<file path="src/rtl/uart_baud_sched_if.sv">
// -----------------------------------------------------------------------------
// uart_baud_sched_if
// Requester-side bundle of the baud-generator scheduler.
//   req_i      : per-requester ownership request (held for the whole use)
//   baud_sel_i : requester i's 3-bit baud code at bits [3i+2:3i]
//   grant_o    : one-hot ownership grant returned by the scheduler
// master = requester side, slave = scheduler side.
// -----------------------------------------------------------------------------
interface uart_baud_sched_if #(
  parameter int NUM_REQ = 4
);
  logic [NUM_REQ-1:0]   req_i;
  logic [3*NUM_REQ-1:0] baud_sel_i;
  logic [NUM_REQ-1:0]   grant_o;

  modport master (output req_i, output baud_sel_i, input grant_o);
  modport slave  (input req_i, input baud_sel_i, output grant_o);
endinterface

</file>
<file path="src/rtl/uart_baud_sched.sv">
// -----------------------------------------------------------------------------
// uart_baud_sched
// Round-robin owner of the single UART baud-clock generator. A winner is
// picked from the rotating pointer; if the generator already runs at the
// winner's baud code the grant is immediate, otherwise the generator is
// reprogrammed, held in reset for SETTLE_CYCLES, and the grant is issued only
// after the first rising edge of the generator clock is seen.
// Ports:
//   clk_i          : system clock (generator shares it)
//   rst_i          : synchronous active-high reset
//   bus            : requester bundle (req_i, baud_sel_i in; grant_o out)
//   gen_baud_sel_o : baud select to the generator
//   gen_rstn_o     : active-low generator reset
//   gen_uart_clk_i : generator output clock (synchronous to clk_i)
//   busy_o         : scheduler is not idle
//   err_o          : one-cycle pulse when the generator never came alive
//   err_id_o       : requester index tied to the last err_o
// -----------------------------------------------------------------------------
module uart_baud_sched #(
  parameter int NUM_REQ       = 4,
  parameter int SETTLE_CYCLES = 4,
  parameter int TIMEOUT       = 65535
) (
  input  logic                       clk_i,
  input  logic                       rst_i,
  uart_baud_sched_if.slave           bus,
  output logic [2:0]                 gen_baud_sel_o,
  output logic                       gen_rstn_o,
  input  logic                       gen_uart_clk_i,
  output logic                       busy_o,
  output logic                       err_o,
  output logic [$clog2(NUM_REQ)-1:0] err_id_o
);

  localparam int IW   = $clog2(NUM_REQ);
  localparam int TMAX = (TIMEOUT > SETTLE_CYCLES) ? TIMEOUT : SETTLE_CYCLES;
  localparam int TW   = $clog2(TMAX + 1);

  localparam logic [TW-1:0]      SETTLE_LAST  = TW'(SETTLE_CYCLES - 1);
  localparam logic [TW-1:0]      TIMEOUT_LAST = TW'(TIMEOUT - 1);
  localparam logic [NUM_REQ-1:0] GRANT_ONE    = {{(NUM_REQ-1){1'b0}}, 1'b1};
  localparam logic [2:0]         SEL_RESET    = 3'd5;

  typedef enum logic [1:0] {
    ST_IDLE   = 2'd0,
    ST_RECONF = 2'd1,
    ST_SYNC   = 2'd2,
    ST_GRANT  = 2'd3
  } state_t;

  state_t              state_r, state_s;
  logic [IW-1:0]       win_r, win_s;
  logic [IW-1:0]       last_r, last_s;
  logic                cfg_valid_r, cfg_valid_s;
  logic [TW-1:0]       timer_r, timer_s;
  logic                clk_prev_r;
  logic [NUM_REQ-1:0]  grant_r, grant_s;
  logic [2:0]          sel_r, sel_s;
  logic                rstn_r, rstn_s;
  logic                busy_r, busy_s;
  logic                err_r, err_s;
  logic [IW-1:0]       err_id_r, err_id_s;

  logic                rise_s;
  logic                req_win_s;
  logic                arb_found_s;
  logic [IW-1:0]       arb_win_s;
  logic [IW:0]         cand_s;
  logic [2:0]          arb_sel_s;

  assign rise_s    = gen_uart_clk_i & ~clk_prev_r;
  assign req_win_s = bus.req_i[win_r];

  // Rotating-priority search: first asserted request after last_r, wrapping.
  always_comb begin
    arb_found_s = 1'b0;
    arb_win_s   = '0;
    cand_s      = '0;
    for (int k = 1; k <= NUM_REQ; k++) begin
      cand_s = {1'b0, last_r} + (IW+1)'(k);
      if (cand_s >= (IW+1)'(NUM_REQ)) begin
        cand_s = cand_s - (IW+1)'(NUM_REQ);
      end else begin
        cand_s = cand_s;
      end
      if (!arb_found_s && bus.req_i[cand_s[IW-1:0]]) begin
        arb_found_s = 1'b1;
        arb_win_s   = cand_s[IW-1:0];
      end else begin
        arb_found_s = arb_found_s;
      end
    end
  end

  // Baud code of the current arbitration winner.
  always_comb begin
    arb_sel_s = 3'd0;
    for (int i = 0; i < NUM_REQ; i++) begin
      if (arb_win_s == IW'(i)) begin
        arb_sel_s = bus.baud_sel_i[3*i +: 3];
      end else begin
        arb_sel_s = arb_sel_s;
      end
    end
  end

  // Next-state and next-output logic of the scheduler FSM.
  always_comb begin
    state_s     = state_r;
    win_s       = win_r;
    last_s      = last_r;
    cfg_valid_s = cfg_valid_r;
    timer_s     = timer_r;
    grant_s     = grant_r;
    sel_s       = sel_r;
    rstn_s      = rstn_r;
    err_s       = 1'b0;
    err_id_s    = err_id_r;
    case (state_r)
      ST_IDLE: begin
        grant_s = '0;
        if (arb_found_s) begin
          win_s = arb_win_s;
          if (cfg_valid_r && (arb_sel_s == sel_r)) begin
            // Generator already runs at this rate: hand over directly.
            state_s = ST_GRANT;
            grant_s = GRANT_ONE << arb_win_s;
          end else begin
            state_s     = ST_RECONF;
            sel_s       = arb_sel_s;
            rstn_s      = 1'b0;
            cfg_valid_s = 1'b0;
            timer_s     = '0;
          end
        end else begin
          state_s = ST_IDLE;
        end
      end
      ST_RECONF: begin
        if (!req_win_s) begin
          state_s     = ST_IDLE;
          rstn_s      = 1'b0;
          cfg_valid_s = 1'b0;
          last_s      = win_r;
          timer_s     = '0;
        end else if (timer_r == SETTLE_LAST) begin
          state_s = ST_SYNC;
          rstn_s  = 1'b1;
          timer_s = '0;
        end else begin
          timer_s = timer_r + TW'(1);
        end
      end
      ST_SYNC: begin
        if (!req_win_s) begin
          state_s     = ST_IDLE;
          rstn_s      = 1'b0;
          cfg_valid_s = 1'b0;
          last_s      = win_r;
          timer_s     = '0;
        end else if (rise_s) begin
          state_s     = ST_GRANT;
          cfg_valid_s = 1'b1;
          grant_s     = GRANT_ONE << win_r;
        end else if (timer_r == TIMEOUT_LAST) begin
          // Generator never toggled: give up and move the pointer on.
          state_s     = ST_IDLE;
          err_s       = 1'b1;
          err_id_s    = win_r;
          last_s      = win_r;
          rstn_s      = 1'b0;
          cfg_valid_s = 1'b0;
          timer_s     = '0;
        end else begin
          timer_s = timer_r + TW'(1);
        end
      end
      ST_GRANT: begin
        if (!req_win_s) begin
          state_s = ST_IDLE;
          grant_s = '0;
          last_s  = win_r;
        end else begin
          grant_s = GRANT_ONE << win_r;
        end
      end
      default: begin
        state_s = ST_IDLE;
        grant_s = '0;
      end
    endcase
    busy_s = (state_s != ST_IDLE);
  end

  // State, timer and registered outputs.
  always_ff @(posedge clk_i) begin
    if (rst_i) begin
      state_r     <= ST_IDLE;
      win_r       <= '0;
      last_r      <= IW'(NUM_REQ - 1);
      cfg_valid_r <= 1'b0;
      timer_r     <= '0;
      clk_prev_r  <= 1'b0;
      grant_r     <= '0;
      sel_r       <= SEL_RESET;
      rstn_r      <= 1'b0;
      busy_r      <= 1'b0;
      err_r       <= 1'b0;
      err_id_r    <= '0;
    end else begin
      state_r     <= state_s;
      win_r       <= win_s;
      last_r      <= last_s;
      cfg_valid_r <= cfg_valid_s;
      timer_r     <= timer_s;
      clk_prev_r  <= gen_uart_clk_i;
      grant_r     <= grant_s;
      sel_r       <= sel_s;
      rstn_r      <= rstn_s;
      busy_r      <= busy_s;
      err_r       <= err_s;
      err_id_r    <= err_id_s;
    end
  end

  assign bus.grant_o    = grant_r;
  assign gen_baud_sel_o = sel_r;
  assign gen_rstn_o     = rstn_r;
  assign busy_o         = busy_r;
  assign err_o          = err_r;
  assign err_id_o       = err_id_r;

endmodule

</file>
<file path="src/flat_wrapper.sv">
// flat-port wrapper written by rule: the top's interface ports become plain ports
module uart_baud_sched_flat 
#(
  parameter int NUM_REQ       = 4,
  parameter int SETTLE_CYCLES = 4,
  parameter int TIMEOUT       = 65535
)
  (clk_i, rst_i, gen_baud_sel_o, gen_rstn_o, gen_uart_clk_i, busy_o, err_o, err_id_o, bus_req_i, bus_baud_sel_i, bus_grant_o);
  uart_baud_sched_if #(.NUM_REQ(NUM_REQ)) bus_i ();
  input  logic clk_i;
  input  logic rst_i;
  output logic [2:0] gen_baud_sel_o;
  output logic gen_rstn_o;
  input  logic gen_uart_clk_i;
  output logic busy_o;
  output logic err_o;
  output logic [$clog2(NUM_REQ)-1:0] err_id_o;
  input wire logic [$bits(bus_i.req_i)-1:0] bus_req_i;
  input wire logic [$bits(bus_i.baud_sel_i)-1:0] bus_baud_sel_i;
  output wire logic [$bits(bus_i.grant_o)-1:0] bus_grant_o;
  assign bus_i.req_i = bus_req_i;
  assign bus_i.baud_sel_i = bus_baud_sel_i;
  assign bus_grant_o = bus_i.grant_o;
  uart_baud_sched #(.NUM_REQ(NUM_REQ), .SETTLE_CYCLES(SETTLE_CYCLES), .TIMEOUT(TIMEOUT)) u_core (.clk_i(clk_i), .rst_i(rst_i), .bus(bus_i), .gen_baud_sel_o(gen_baud_sel_o), .gen_rstn_o(gen_rstn_o), .gen_uart_clk_i(gen_uart_clk_i), .busy_o(busy_o), .err_o(err_o), .err_id_o(err_id_o));
endmodule
</file>
<file path="config.mk">
export PLATFORM = sky130hd
export DESIGN_NAME = uart_baud_sched_flat
export DESIGN_NICKNAME = d
export VERILOG_FILES = /design/src/rtl/uart_baud_sched_if.sv /design/src/rtl/uart_baud_sched.sv /design/src/flat_wrapper.sv
export SDC_FILE = /design/constraint.sdc
export NUM_CORES = 1
export LEC_CHECK = 0
export CAP_MARGIN = 20
export CELL_PAD_IN_SITES_DETAIL_PLACEMENT = 0
export CELL_PAD_IN_SITES_GLOBAL_PLACEMENT = 1
export CORE_UTILIZATION = 41
export DETAILED_ROUTE_END_ITERATION = 16
export PLACE_DENSITY_LB_ADDON = 0.15
export RECOVER_POWER = 25
export SLEW_MARGIN = 30
export SYNTH_ARGS = -nofsm -noshare
export SYNTH_HDL_FRONTEND = slang
export SYNTH_SLANG_ARGS = --single-unit
</file>
<file path="constraint.sdc">
create_clock -name clk_i -period 3.1 [get_ports clk_i]
set_input_delay 0.31 -clock clk_i [delete_from_list [all_inputs] [get_ports clk_i]]
set_output_delay 0.31 -clock clk_i [all_outputs]
set_load 0.02 [all_outputs]
</file>
-- After elaboration in Yosys (flattened, before gate mapping)
Cells that the tools add are included.
W data, S select, Z words.
- reductions and logical operators: 23
- multiplexer cells: 67
- shift operators: 2
- eq/ne operators: 19
- add/subtract/negate cells: 9
- $lt $le $gt $ge: 9
- bitwise operators: 6
- operators by type and width (cell ; count):
    $mux W16 ; 7
    $pmux W16 S3 ; 1
    $mux W2 ; 20
    $mux W1 ; 20
    $mux W4 ; 5
    $add A16 B1 Y16 const B ; 1
    $eq A16 B16 Y1 const B ; 1
    $eq A16 B2 Y1 const B ; 1
    $lt A2 B3 Y1 const B ; 5
    $ge A3 B3 Y1 const B ; 4
    $mux W3 ; 4
    $pmux W4 S3 ; 1
    $reduce_and A4 Y1 ; 3
    $bmux W1 S2 ; 5
    $ne A3 B3 Y1 const B ; 3
    $eq A2 B2 Y1 const B ; 4
    $pmux W2 S4 ; 1
    $shl A1 B2 Y4 const A ; 2
    $sub A2 B1 Y2 const B ; 4
    $add A2 B2 Y3 const B ; 2
    $ne A2 B1 Y1 const B ; 3
    $ne A2 B2 Y1 const B ; 3
    $pmux W1 S3 ; 2
    $reduce_and A3 Y1 ; 2
    other kinds (18) ; 31
- word-level logic and storage cells: 147
- flip-flop bits (word level): 36
- output and inout port bits: 12

-- Depth between registers and ports, before layout
- depth after elaboration: 26
- mapped depth: 11
- gate-level depth less buffers: 11

-- Least setup slack after synthesis
Ideal clock, no wire load.
- path type: register to register
- from: register u_core.last_r[1]
- to: register u_core.cfg_valid_r
- period minus slack after synthesis: 2.333 ns
- buffers on the path: 2
- slack: 0.767 ns
- cell stages (with the launch flop): 11
- data arrival time: 2.245 ns
- cells stage by stage: dfxtp_1 > clkbuf_2 > or3b_1 > nand3_1 > nand3_2 > a21o_1 > a221o_1 > a21bo_2 > buf_6 > a211o_1 > o31ai_1
- cells in the longest elaborated chain, start to end: 24
- elaborated cells between the ends (all ways): 51
- RTL lines (what ; RTL line ; source):
    from (decl) ; uart_baud_sched.sv:53 ; logic [IW-1:0] last_r, last_s;
    from (signal assigned) ; uart_baud_sched.sv:200 ; last_r <= IW'(NUM_REQ - 1);
    from (signal assigned) ; uart_baud_sched.sv:213 ; last_r <= last_s;
    $add A2 B1 Y3 ; uart_baud_sched.sv:80 ; cand_s = {1'b0, last_r} + (IW+1)'(k);
    $ge A3 B3 Y1 / $sub A2 B1 Y2 (equally long branches) ; uart_baud_sched.sv:81, uart_baud_sched.sv:82 ;
    $mux W2 ; uart_baud_sched.sv:81 ; if (cand_s >= (IW+1)'(NUM_REQ)) begin
    $bmux W1 S2 ; uart_baud_sched.sv:86 ; if (!arb_found_s && bus.req_i[cand_s[IW-1:0]]) begin
    $mux W1 (implied by the code) ; uart_baud_sched.sv:86 ;
    $mux W1 ; uart_baud_sched.sv:86 ;
    $logic_not A1 Y1 ; uart_baud_sched.sv:86 ;
    $logic_and A1 B1 Y1 ; uart_baud_sched.sv:86 ;
    [... 5 more ...] ; n/a ;
    $logic_and A1 B1 Y1 ; uart_baud_sched.sv:86 ;
    $mux W2 ; uart_baud_sched.sv:86 ;
    $logic_not A2 Y1 ; uart_baud_sched.sv:99 ; if (arb_win_s == IW'(i)) begin
    $mux W3 (4 in a row) ; uart_baud_sched.sv:99 ;
    $eq A3 B3 Y1 ; uart_baud_sched.sv:124 ; if (cfg_valid_r && (arb_sel_s == sel_r)) begin
    $logic_and A1 B1 Y1 ; uart_baud_sched.sv:124 ;
    $ne A2 B2 Y1 (no line) ; n/a ;
    $reduce_and A5 Y1 (no line) * ; n/a ;
    to (signal assigned) ; uart_baud_sched.sv:214 ; cfg_valid_r <= cfg_valid_s;
    to (decl) ; uart_baud_sched.sv:54 ; logic cfg_valid_r, cfg_valid_s;
Mark *: on every way between the ends. The rest lies on a longest branch, timed or not. The select of a mux whose other input is x is not followed.
A chain may end at the register's enable or synchronous reset.

-- Final worst setup path
- from: input port bus_req_i[3]
- to: register u_core.timer_r[13]
- cells in the longest elaborated chain, start to end: 21
- elaborated cells between the ends (all ways): 41
- RTL lines (what ; RTL line ; source):
    from (decl) ; flat_wrapper.sv:18 ; input wire logic [$bits(bus_i.req_i)-1:0] bus_req_i;
    $bmux W1 S2 ; uart_baud_sched.sv:86 ;
    $mux W1 (implied by the code) ; uart_baud_sched.sv:86 ;
    $mux W1 ; uart_baud_sched.sv:86 ;
    $logic_not A1 Y1 ; uart_baud_sched.sv:86 ;
    $logic_and A1 B1 Y1 ; uart_baud_sched.sv:86 ;
    $mux W1 ; uart_baud_sched.sv:86 ;
    $logic_not A1 Y1 ; uart_baud_sched.sv:86 ;
    $logic_and A1 B1 Y1 ; uart_baud_sched.sv:86 ;
    [... 2 more ...] ; n/a ;
    $logic_and A1 B1 Y1 ; uart_baud_sched.sv:86 ;
    $mux W2 ; uart_baud_sched.sv:86 ;
    $logic_not A2 Y1 ; uart_baud_sched.sv:99 ;
    $mux W3 (4 in a row) ; uart_baud_sched.sv:99 ;
    $eq A3 B3 Y1 ; uart_baud_sched.sv:124 ;
    $logic_and A1 B1 Y1 ; uart_baud_sched.sv:124 ;
    $ne A2 B2 Y1 (no line) ; n/a ;
    $reduce_and A4 Y1 (no line) ; n/a ;
    to (signal assigned) ; uart_baud_sched.sv:215 ; timer_r <= timer_s;
    to (decl) ; uart_baud_sched.sv:55 ; logic [TW-1:0] timer_r, timer_s;
Several ways; a longest one is shown, not always the timed one. The select of a mux whose other input is x is not followed.

==> flow_metrics.env <==
export IMPL_peakVddDrop_v=0.000241
export IMPL_fp_dieW_um=78.3
export IMPL_clock_sinks=36
export IMPL_wire_per_inst_um=16.0
export IMPL_final_common_cell="dfxtp_1"
export IMPL_p_leak_nw=1.15
export IMPL_p_sw_share_pct=31.4
export IMPL_ant_nets=0
export IMPL_root_buffer="clkbuf_8"
export IMPL_grt_pass1_wl_um=11300
export IMPL_cts_buffer_depth=2
export IMPL_critical_path_class="in -> reg"
export IMPL_cpMaxStageDelayCell="dlygate4sd3_1"
export IMPL_first_iter_violations=199
export IMPL_maxCapViolCount=0
export IMPL_yosysUniqueCellTypes=60
export IMPL_syn_area_mm2=0.00238
export IMPL_syn_avg_cell_area_um2=7.82
export IMPL_nNetsFinal=375
export IMPL_cts_hold_buf=0
export IMPL_die_area_mm2=0.00613
export IMPL_routed_wirelength_um=6770
export IMPL_num_vias=2472
export IMPL_rows=27
export IMPL_rsz0062_at_grt="no"
export IMPL_pin_count=31
export IMPL_cts_max_level=2
export IMPL_synth_edf_count=0
export IMPL_drt_drc_violations_left=0
export IMPL_layout_common_cells="dfxtp_1, nand2_1, nor2_1, a21oi_1, buf_4"
export IMPL_max_freq_mhz=343
export IMPL_final_setup_viol_count=0
export IMPL_firstDrtPassIters=5
export IMPL_critical_path_cell_chain="dlygate4sd3_1, nor2b_4, o21a_4, a2111oi_0, nor2_1, o211ai_1, a221o_1, a21boi_2, buf_4, o311ai_0, o41ai_1"
export IMPL_syn_inst=305
export IMPL_layout_drive_gt1_share_pct=11.4
export IMPL_worstMarginPinSlew_ns=0.712
export IMPL_switching_power_uw=348
export IMPL_internal_power_uw=761
export IMPL_antenna_cells=0
export IMPL_port_buffers=30
export IMPL_ctsResizeCount=0
export IMPL_ys_warn_count=0
export IMPL_post_cts_setup_buffers=0
export IMPL_slowest_delay_ns=0.60
export IMPL_grt_use_total_pct=23.5
export IMPL_p_per_area_mw_per_mm2=376
export IMPL_gr_total_overflow=0
export IMPL_gp_congestion=0.836
export IMPL_maxSlewHeadroom_pct=52.5
export IMPL_outcome="completed"
export IMPL_initial_core_util_pct=43.0
export IMPL_cts_buffers=5
export IMPL_path_clk_slew_ns=0.08
export IMPL_grt_max_degree=29
export IMPL_crit_arrival_ns=3.08
export IMPL_cp_max_fo=9
export IMPL_skew_ns=0.00731
export IMPL_utilization_pct=53.3
export IMPL_ys_ff_latch=36
export IMPL_synth_fp_nets=331
export IMPL_grt_pass1_vias=2248
export IMPL_holdWs_ns=0.495
export IMPL_required_ns=3.26
export IMPL_p_seq_share_pct=45.0
export IMPL_power_frac_comb_pct=24.3
export IMPL_start_kind="input pin"
export IMPL_hpwl_um=5020
export IMPL_ys_async_sr_fraction_pct=0
export IMPL_fin_crit_sh_pct=94.1
export IMPL_syn_to_final_growth_pct=23.8
export IMPL_insertion_delay_ns=0.29
export IMPL_slew_viol_final=0
export IMPL_hold_path_class="reg -> reg"
export IMPL_fin_crit_ns=2.92
export IMPL_synth_seq_area_share_pct=30.2
export IMPL_finalHoldViolCount=0
export IMPL_antenna_found_initial=0
export IMPL_cts_tree="done"
export IMPL_endpoint_kind="register"
export IMPL_die_y_um=78.3
export IMPL_core_mm2=0.00554
export IMPL_viasPerCell=5.86
export IMPL_ys_flop_type="dfxtp_1"
export IMPL_p_clk_share_pct=30.7
==> critical path: cells and delay by family <==
family / cells / cell delay [ns]
compound gates: 7 / 1.72
buf+inv: 2 / 0.79
simple gates: 2 / 0.26
==> through the flow <==
| stage | power, mW | worst slack (ns) | area, µm² | std cells | TNS, ns |
|---|---|---|---|---|---|
| finish | 1.11 | 0.183 | 2950 | 422 | 0 |
| CTS | 1.12 | 0.266 | 2950 | 422 | 0 |
| global route | 1.17 | 0.0556 | 2950 | 422 | 0 |
| detailed placement | 0.779 | -0.0344 | 2860 | 414 | -0.0862 |
| floorplan | 0.670 | 0.767 | 2380 | 305 | 0 |
| global placement | 0.780 | 0.0680 | 2860 | 414 | 0 |
==> state kept, by name, summed over array words and instances, names as in the netlist <==
name / count
u_core.gen_rstn_o: 1
u_core.bus.grant_o: 4
u_core.err_o: 1
u_core.clk_prev_r: 1
u_core.state_r: 2
u_core.err_id_o: 2
u_core.timer_r: 16
u_core.gen_baud_sel_o: 3
u_core.win_r: 2
u_core.cfg_valid_r: 1
u_core.busy_o: 1
u_core.last_r: 2
==> worst paths after layout <==
kind | startpoint | endpoint | slack [ns] | cells past startpoint
setup reg to reg | u_core.last_r[0] | u_core.timer_r[13] | 0.49 | 10
hold reg to reg | u_core.err_id_o[1] | u_core.err_id_o[1] | 0.50 | 2
setup / recovery | bus_req_i[3] | u_core.timer_r[13] | 0.18 | 11
hold / removal | u_core.err_id_o[1] | u_core.err_id_o[1] | 0.50 | 2
==> power by group through the flow <==
| stage | combinational [mW] | clock (mW) | sequential [mW] |
|---|---|---|---|
| global placement | 0.270 | 0 | 0.510 |
| floorplan | 0.156 | 0 | 0.514 |
| global route | 0.296 | 0.373 | 0.502 |
| finish | 0.269 | 0.341 | 0.499 |
| detailed placement | 0.268 | 0 | 0.510 |
| CTS | 0.270 | 0.347 | 0.499 |
==> per-layer routing <==
| metal | wire length [µm] | track usage, % | part of all wire, % | vias up |
|---|---|---|---|---|
| met1 | 3480 | 35.3 | 51 | 1162 |
| met5 | 0 | 0 | 0 | - |
| met2 | 2970 | 34.6 | 44 | 58 |
| li1 | - | - | - | 1246 |
| met4 | 32 | 4.63 | 0.47 | 0 |
| met3 | 292 | 4.65 | 4.3 | 6 |
==> synthesized netlist by cell type, drive strengths merged (4+ instances only) <==
| master | number | area [µm²] |
|---|---|---|
| o41ai | 7 | 61.3 |
| mux2i | 6 | 60.1 |
| ha | 7 | 87.6 |
| a21oi | 23 | 119 |
| o21a | 4 | 37.5 |
| nand4 | 5 | 31.3 |
| inv | 7 | 26.3 |
| o21ai | 21 | 105 |
| nor4 | 5 | 31.3 |
| nand2 | 32 | 120 |
| buf | 6 | 36.3 |
| and3 | 7 | 43.8 |
| dfxtp | 36 | 721 |
| clkbuf | 7 | 27.5 |
| nor2b | 9 | 63.8 |
| o311ai | 4 | 35.0 |
| and2 | 4 | 25.0 |
| nor3 | 11 | 71.3 |
| nand2b | 13 | 81.3 |
| o211ai | 7 | 52.6 |
| a31oi | 5 | 31.3 |
| nor2 | 28 | 105 |
| nand3 | 15 | 80.1 |
==> kinds of logic after synthesis <==
family / share of synthesized area (%)
simple gates: 31.1
compound gates: 27.8
flops: 30.2
buf+inv: 3.78
mux: 3.46
fa+ha+maj: 3.67
==> area by class of cell <==
cell class                 instances  area, µm²
multi-input combinational        249       1580
tap                               72       90.1
inverter                           7       26.3
sequential                        36        721
timing repair buffer              50        450
clock inverter                     3       18.8
clock buffer                       5       68.8
fill                             558       2590
Power figures use the tool's default switching activity.
